`src/rtl/ahb2wb_pkg.sv`:
```
// Shared types and constants for the AHB-to-Wishbone bridge.
package ahb2wb_pkg;

  typedef enum logic [2:0] {
    ST_IDLE,
    ST_SETUP,
    ST_WAIT,
    ST_DONE,
    ST_ERR1,
    ST_ERR2
  } state_e;

  localparam logic [1:0] HTRANS_IDLE   = 2'b00;
  localparam logic [1:0] HTRANS_BUSY   = 2'b01;
  localparam logic [1:0] HTRANS_NONSEQ = 2'b10;
  localparam logic [1:0] HTRANS_SEQ    = 2'b11;

  localparam logic [1:0] HRESP_OKAY  = 2'b00;
  localparam logic [1:0] HRESP_ERROR = 2'b01;

  localparam logic [2:0] HSIZE_BYTE = 3'b000;
  localparam logic [2:0] HSIZE_HALF = 3'b001;
  localparam logic [2:0] HSIZE_WORD = 3'b010;

  localparam int unsigned TIMEOUT_DEFAULT = 255;

endpackage

```
`src/rtl/ahb2wb_sel_dec.sv`:
```
// Little-endian byte-lane decode of hsize/haddr[1:0] with misalignment flag.
module ahb2wb_sel_dec
  import ahb2wb_pkg::*;
(
  input  logic [2:0] size_i,
  input  logic [1:0] addr_i,
  output logic [3:0] sel_o,
  output logic       err_o
);

  always_comb begin
    sel_o = '0;
    err_o = 1'b0;
    case (size_i)
      HSIZE_BYTE: sel_o = 4'b0001 << addr_i;
      HSIZE_HALF: begin
        if (addr_i[0]) err_o = 1'b1;
        else           sel_o = 4'b0011 << {addr_i[1], 1'b0};
      end
      HSIZE_WORD: begin
        if (addr_i != 2'b00) err_o = 1'b1;
        else                 sel_o = '1;
      end
      default: err_o = 1'b1;
    endcase
  end

endmodule

```
`src/rtl/ahb2wb.sv`:
```
// AHB-Lite slave to Wishbone master bridge, one outstanding transfer,
// two-cycle ERROR response on misalignment, wb_err_i or WAIT timeout.
module ahb2wb
  import ahb2wb_pkg::*;
#(
  parameter int unsigned TIMEOUT = TIMEOUT_DEFAULT
) (
  input  logic        clk_i,
  input  logic        rst_i,
  input  logic        hsel,
  input  logic [31:0] haddr,
  input  logic [1:0]  htrans,
  input  logic        hwrite,
  input  logic [2:0]  hsize,
  input  logic [2:0]  hburst,
  input  logic [31:0] hwdata,
  input  logic        hready_in,
  output logic        hready_out,
  output logic [1:0]  hresp,
  output logic [31:0] hrdata,
  output logic [31:0] wb_adr_o,
  output logic [31:0] wb_dat_o,
  input  logic [31:0] wb_dat_i,
  output logic [3:0]  wb_sel_o,
  output logic        wb_we_o,
  output logic        wb_cyc_o,
  output logic        wb_stb_o,
  input  logic        wb_ack_i,
  input  logic        wb_err_i
);

  localparam int unsigned CW = ($clog2(TIMEOUT + 1) > 8) ? $clog2(TIMEOUT + 1) : 8;
  localparam logic [CW-1:0] TO_LAST = (TIMEOUT == 0) ? '0 : CW'(TIMEOUT - 1);

  state_e        state_q;
  logic [31:0]   addr_q;
  logic          write_q;
  logic [2:0]    size_q;
  logic [CW-1:0] cnt_q;
  logic [31:0]   hrdata_q;
  logic [31:0]   wb_adr_q;
  logic [31:0]   wb_dat_q;
  logic [3:0]    wb_sel_q;
  logic          wb_we_q;
  logic          wb_cyc_q;

  logic [3:0]    dec_sel;
  logic          dec_err;
  logic          accept;

  // hburst and htrans[0] carry no meaning for this slave.
  logic unused_ok;
  assign unused_ok = ^{hburst, htrans[0]};

  ahb2wb_sel_dec u_sel_dec (
    .size_i (size_q),
    .addr_i (addr_q[1:0]),
    .sel_o  (dec_sel),
    .err_o  (dec_err)
  );

  assign hready_out = (state_q == ST_IDLE) || (state_q == ST_DONE) || (state_q == ST_ERR2);
  assign hresp      = ((state_q == ST_ERR1) || (state_q == ST_ERR2)) ? HRESP_ERROR : HRESP_OKAY;
  assign accept     = hsel & hready_in & htrans[1] & hready_out;

  assign hrdata   = hrdata_q;
  assign wb_adr_o = wb_adr_q;
  assign wb_dat_o = wb_dat_q;
  assign wb_sel_o = wb_sel_q;
  assign wb_we_o  = wb_we_q;
  assign wb_cyc_o = wb_cyc_q;
  assign wb_stb_o = wb_cyc_q;

  always_ff @(posedge clk_i or posedge rst_i) begin
    if (rst_i) begin
      state_q  <= ST_IDLE;
      addr_q   <= '0;
      write_q  <= 1'b0;
      size_q   <= '0;
      cnt_q    <= '0;
      hrdata_q <= '0;
      wb_adr_q <= '0;
      wb_dat_q <= '0;
      wb_sel_q <= '0;
      wb_we_q  <= 1'b0;
      wb_cyc_q <= 1'b0;
    end else begin
      case (state_q)
        ST_IDLE, ST_DONE, ST_ERR2: begin
          if (accept) begin
            addr_q  <= haddr;
            write_q <= hwrite;
            size_q  <= hsize;
            state_q <= ST_SETUP;
          end else begin
            state_q <= ST_IDLE;
          end
        end
        ST_SETUP: begin
          if (dec_err) begin
            state_q <= ST_ERR1;
          end else begin
            wb_adr_q <= {addr_q[31:2], 2'b00};
            wb_sel_q <= dec_sel;
            wb_we_q  <= write_q;
            if (write_q) wb_dat_q <= hwdata;
            wb_cyc_q <= 1'b1;
            cnt_q    <= '0;
            state_q  <= ST_WAIT;
          end
        end
        ST_WAIT: begin
          // Error outranks ack; timeout only fires when neither is present.
          if (wb_err_i) begin
            wb_cyc_q <= 1'b0;
            state_q  <= ST_ERR1;
          end else if (wb_ack_i) begin
            wb_cyc_q <= 1'b0;
            if (!wb_we_q) hrdata_q <= wb_dat_i;
            state_q  <= ST_DONE;
          end else if ((TIMEOUT != 0) && (cnt_q == TO_LAST)) begin
            wb_cyc_q <= 1'b0;
            state_q  <= ST_ERR1;
          end else begin
            cnt_q <= cnt_q + CW'(1);
          end
        end
        ST_ERR1: state_q <= ST_ERR2;
        default: state_q <= ST_IDLE;
      endcase
    end
  end

endmodule
```
`config.mk`:
```
export PLATFORM = sky130hd
export DESIGN_NAME = ahb2wb
export DESIGN_NICKNAME = d
export VERILOG_FILES = /design/src/rtl/ahb2wb_pkg.sv /design/src/rtl/ahb2wb_sel_dec.sv /design/src/rtl/ahb2wb.sv
export SDC_FILE = /design/constraint.sdc
export NUM_CORES = 1
export LEC_CHECK = 0
export BUFFER_PORTS_ARGS = -buffer_cell sky130_fd_sc_hd__buf_2
export CAP_MARGIN = 10
export CORE_AREA = 2 2 145 147
export DETAILED_ROUTE_END_ITERATION = 16
export DIE_AREA = 0 0 147 149
export GPL_TIMING_DRIVEN = 0
export SYNTH_ARGS = -nofsm -noshare
export SYNTH_HDL_FRONTEND = slang
export SYNTH_SLANG_ARGS = --single-unit
```
`constraint.sdc`:
```
create_clock -name clk_i -period 5.5 [get_ports clk_i]
set_clock_uncertainty 0.1 [all_clocks]
set_input_delay 0.275 -clock clk_i [delete_from_list [all_inputs] [get_ports clk_i]]
set_output_delay 0.275 -clock clk_i [all_outputs]
set_load 0.02 [all_outputs]
```
==> qor.yml <==
power.leakage_nw: 4.60
peakVddDrop_mv: 0.225
hold_viol_final: 0
cp_num_buf_inv: 1
synth-edff-count: 0
rsz0062_at_grt: "false"
gr-total-overflow: 0
drc: 0
die-area_sq_um: 21900
maxCapViolations: 0
critical-path-max-stage-delay_ps: 490
grt_use_total: 0.140
r2r_setup_slack_ps: 3270
hold-path-endpoint: "state_q[2]$_DFFE_PP0P_"
startpoint_type: "register"
dp_hpwl_microns: 9850
setup_viol: 0
viasPerCell: 4.22
cts-buffers-inserted: 17
timing.rr.start: "state_q[2]$_DFFE_PP0P_"
ctsResizeCount: 0
dpl.cell_count: 930
core_sq_um: 20600
synth_cell_types: 40
status: "complete, no violations"
finalCritPeriodShare: 0.406
dr.pass1.iters: 4
maxSlewViolCount: 0
clock_latency_ps: 420
syn_inst: 443
post_drt_wl_per_cell_microns: 14.2
crit_required_ps: 5700
cts_root_buf: "clkbuf_16"
final_layout_size_suffix_gt1_frac: 0.445
rows: 53
synth-seq-cells: 147
nets: 888
synth.yosys.warnings: 0
synthFlopType: "dfrtp_1"
tightest_slew_ps: 669
worstPathCellList: "nor3b_4, nand2_1, nor2_1, buf_4, mux2_2"
reg2regPathDepth: 5
seq_area_frac_synth: 0.615
antenna_found_initial: 0
hp-class: "input port to register"
max_freq_mhz: 448
cp_slowest_cell: "dfrtp_1"
hp-start: "wb_err_i"
syn_avg_cell_area_sq_um: 13.5
chipHeight_microns: 149
ant_nets: 0
drtIter0Drc: 172
holdBufCountCts: 101
synth_area_sq_um: 5980
cts_tree: "yes"
clock_sinks: 147
n_antenna_cell: 0
synthToLayoutAreaGrowth_pct: 50.1
grt_max_degree: 77
rr_endpoint: "hrdata[29]$_DFFE_PP0P_"
cts.reportedPaths.clkPinSlew_ps: 60
critPathTopFamily: "simple AND/OR/NAND/NOR gates"
postCtsSetupRepairBufs: 0
die_width_microns: 147
hold_depth: 3
slew_headroom: 0.554
setup.worst_path.class: "register to register"
io_pins: 217
critPathMaxFanout: 10
initial_utilization: 0.291
grt_pass1_wl_microns: 24400
fin_cells: 1063
period_needed_ps: 2230
htreeDepth: 4
end_kind: "register"
gp_congestion: 0.712
portBuffers: 209
holdWs_ps: 149
async_flop_share: 1.00
wl_microns: 15100
grt_pass1_vias: 4675
cts_buffer_depth: 2
crit_arrival_ps: 2440
powerDensity_nw_per_um2: 517
vias: 4491
[tightest hold or removal path, cell delays in order]
cell,delay [ps]
buf_2,90
nor2b_1,70
o22ai_1,180
[cells by family (layout without fill, tap and decap cells)]
family,Yosys count,after routing,synth area share
other cells,1,3,0.000627
simple gates,131,131,0.0977
fa+ha+maj,2,2,0.00418
xor+xnor,4,4,0.00586
mux,101,101,0.215
compound gates,28,28,0.0299
buf+inv,29,372,0.0322
flops,147,147,0.615
[synthesized netlist by cell type, types with 3 or more instances]
master / count / area (sq um)
a21oi_1: 7 / 35.0
buf_4: 8 / 60.1
buf_6: 7 / 78.8
clkbuf_1: 9 / 33.8
dfrtp_1: 147 / 3680
inv_1: 4 / 15.0
mux2_1: 13 / 146
mux2_2: 49 / 552
mux2_4: 39 / 586
nand2_1: 101 / 379
nand3_1: 7 / 35.0
nor2_1: 4 / 15.0
nor2b_1: 3 / 18.8
o21ai_0: 6 / 30.0
o31ai_1: 4 / 30.0
xor2_1: 4 / 35.0
[flip-flops by register name, indices dropped and copies added (netlist names)]
signal	count
addr_q	32
cnt_q	8
hrdata	32
size_q	3
state_q	3
wb_adr_o	30
wb_cyc_o	1
wb_dat_o	32
wb_sel_o	4
wb_we_o	1
write_q	1
[layout make-up]
class / count / area [sq um]
inverter: 4 / 20.0
sequential: 147 / 3680
tap: 275 / 344
fill: 1887 / 11600
buffer: 25 / 178
clock inverter: 14 / 118
timing repair buffer: 311 / 2080
multi-input combinational: 269 / 2120
clock buffer: 18 / 439
[through the flow]
stage	instance area (sq um)	TNS [ps]	worst slack, ps	power, mW	util
final	8980	0	3270	4.65	0.437
after global placement	7380	-110750	-769	3.48	0.359
after detailed placement	7410	0	3210	3.52	0.361
after global routing	8980	0	3080	4.94	0.437
after CTS	8980	0	3200	4.70	0.437
after floorplan	5990	0	1170	2.94	-
[per-layer routing]
layer,global-route usage,up-vias,wire [microns]
met4,0.0505,0,303
met5,0,-,0
li1,-,2172,-
met1,0.172,2144,6570
met3,0.0385,26,784
met2,0.239,149,7430
[power by group]
| group | total (mW) | leakage [nW] | switching, mW | internal [mW] |
|---|---|---|---|---|
| logic | 1.73 | 2.49 | 0.937 | 0.797 |
| clock network | 1.10 | 0.272 | 0.496 | 0.603 |
| registers | 1.81 | 1.84 | 0.267 | 1.55 |
[how the worst max path moves through the flow]
stage                                start                      end  slack, ps  cells after the start
global placement                     rst_i  wb_adr_o[5]$_DFFE_PP0P_       -770                      2
floorplan                            rst_i    addr_q[0]$_DFFE_PP0P_       1170                      1
CTS                 state_q[2]$_DFFE_PP0P_   hrdata[29]$_DFFE_PP0P_       3200                      5
global route        state_q[1]$_DFFE_PP0P_   hrdata[29]$_DFFE_PP0P_       3080                      5
finish              state_q[2]$_DFFE_PP0P_   hrdata[29]$_DFFE_PP0P_       3270                      5
detailed placement  state_q[2]$_DFFE_PP0P_   hrdata[29]$_DFFE_PP0P_       3210                      5
[placed cells by master, fill, tap and decap left out, types with 3 or more instances in the layout]
cell type      instances
inv_1                  3
clkinv_4               3
buf_6                  7
mux2_1                13
clkbuf_16             17
nor2_1                 4
buf_2                210
dfrtp_1              147
clkbuf_1               9
conb_1                 3
mux2_4                39
inv_6                  6
buf_4                  8
nand2_1              101
a21oi_1                7
nand3_1                7
o21ai_0                6
mux2_2                49
dlygate4sd3_1        101
o31ai_1                4
xor2_1                 4
nor2b_1                3
(Power assumes the default switching activity.)
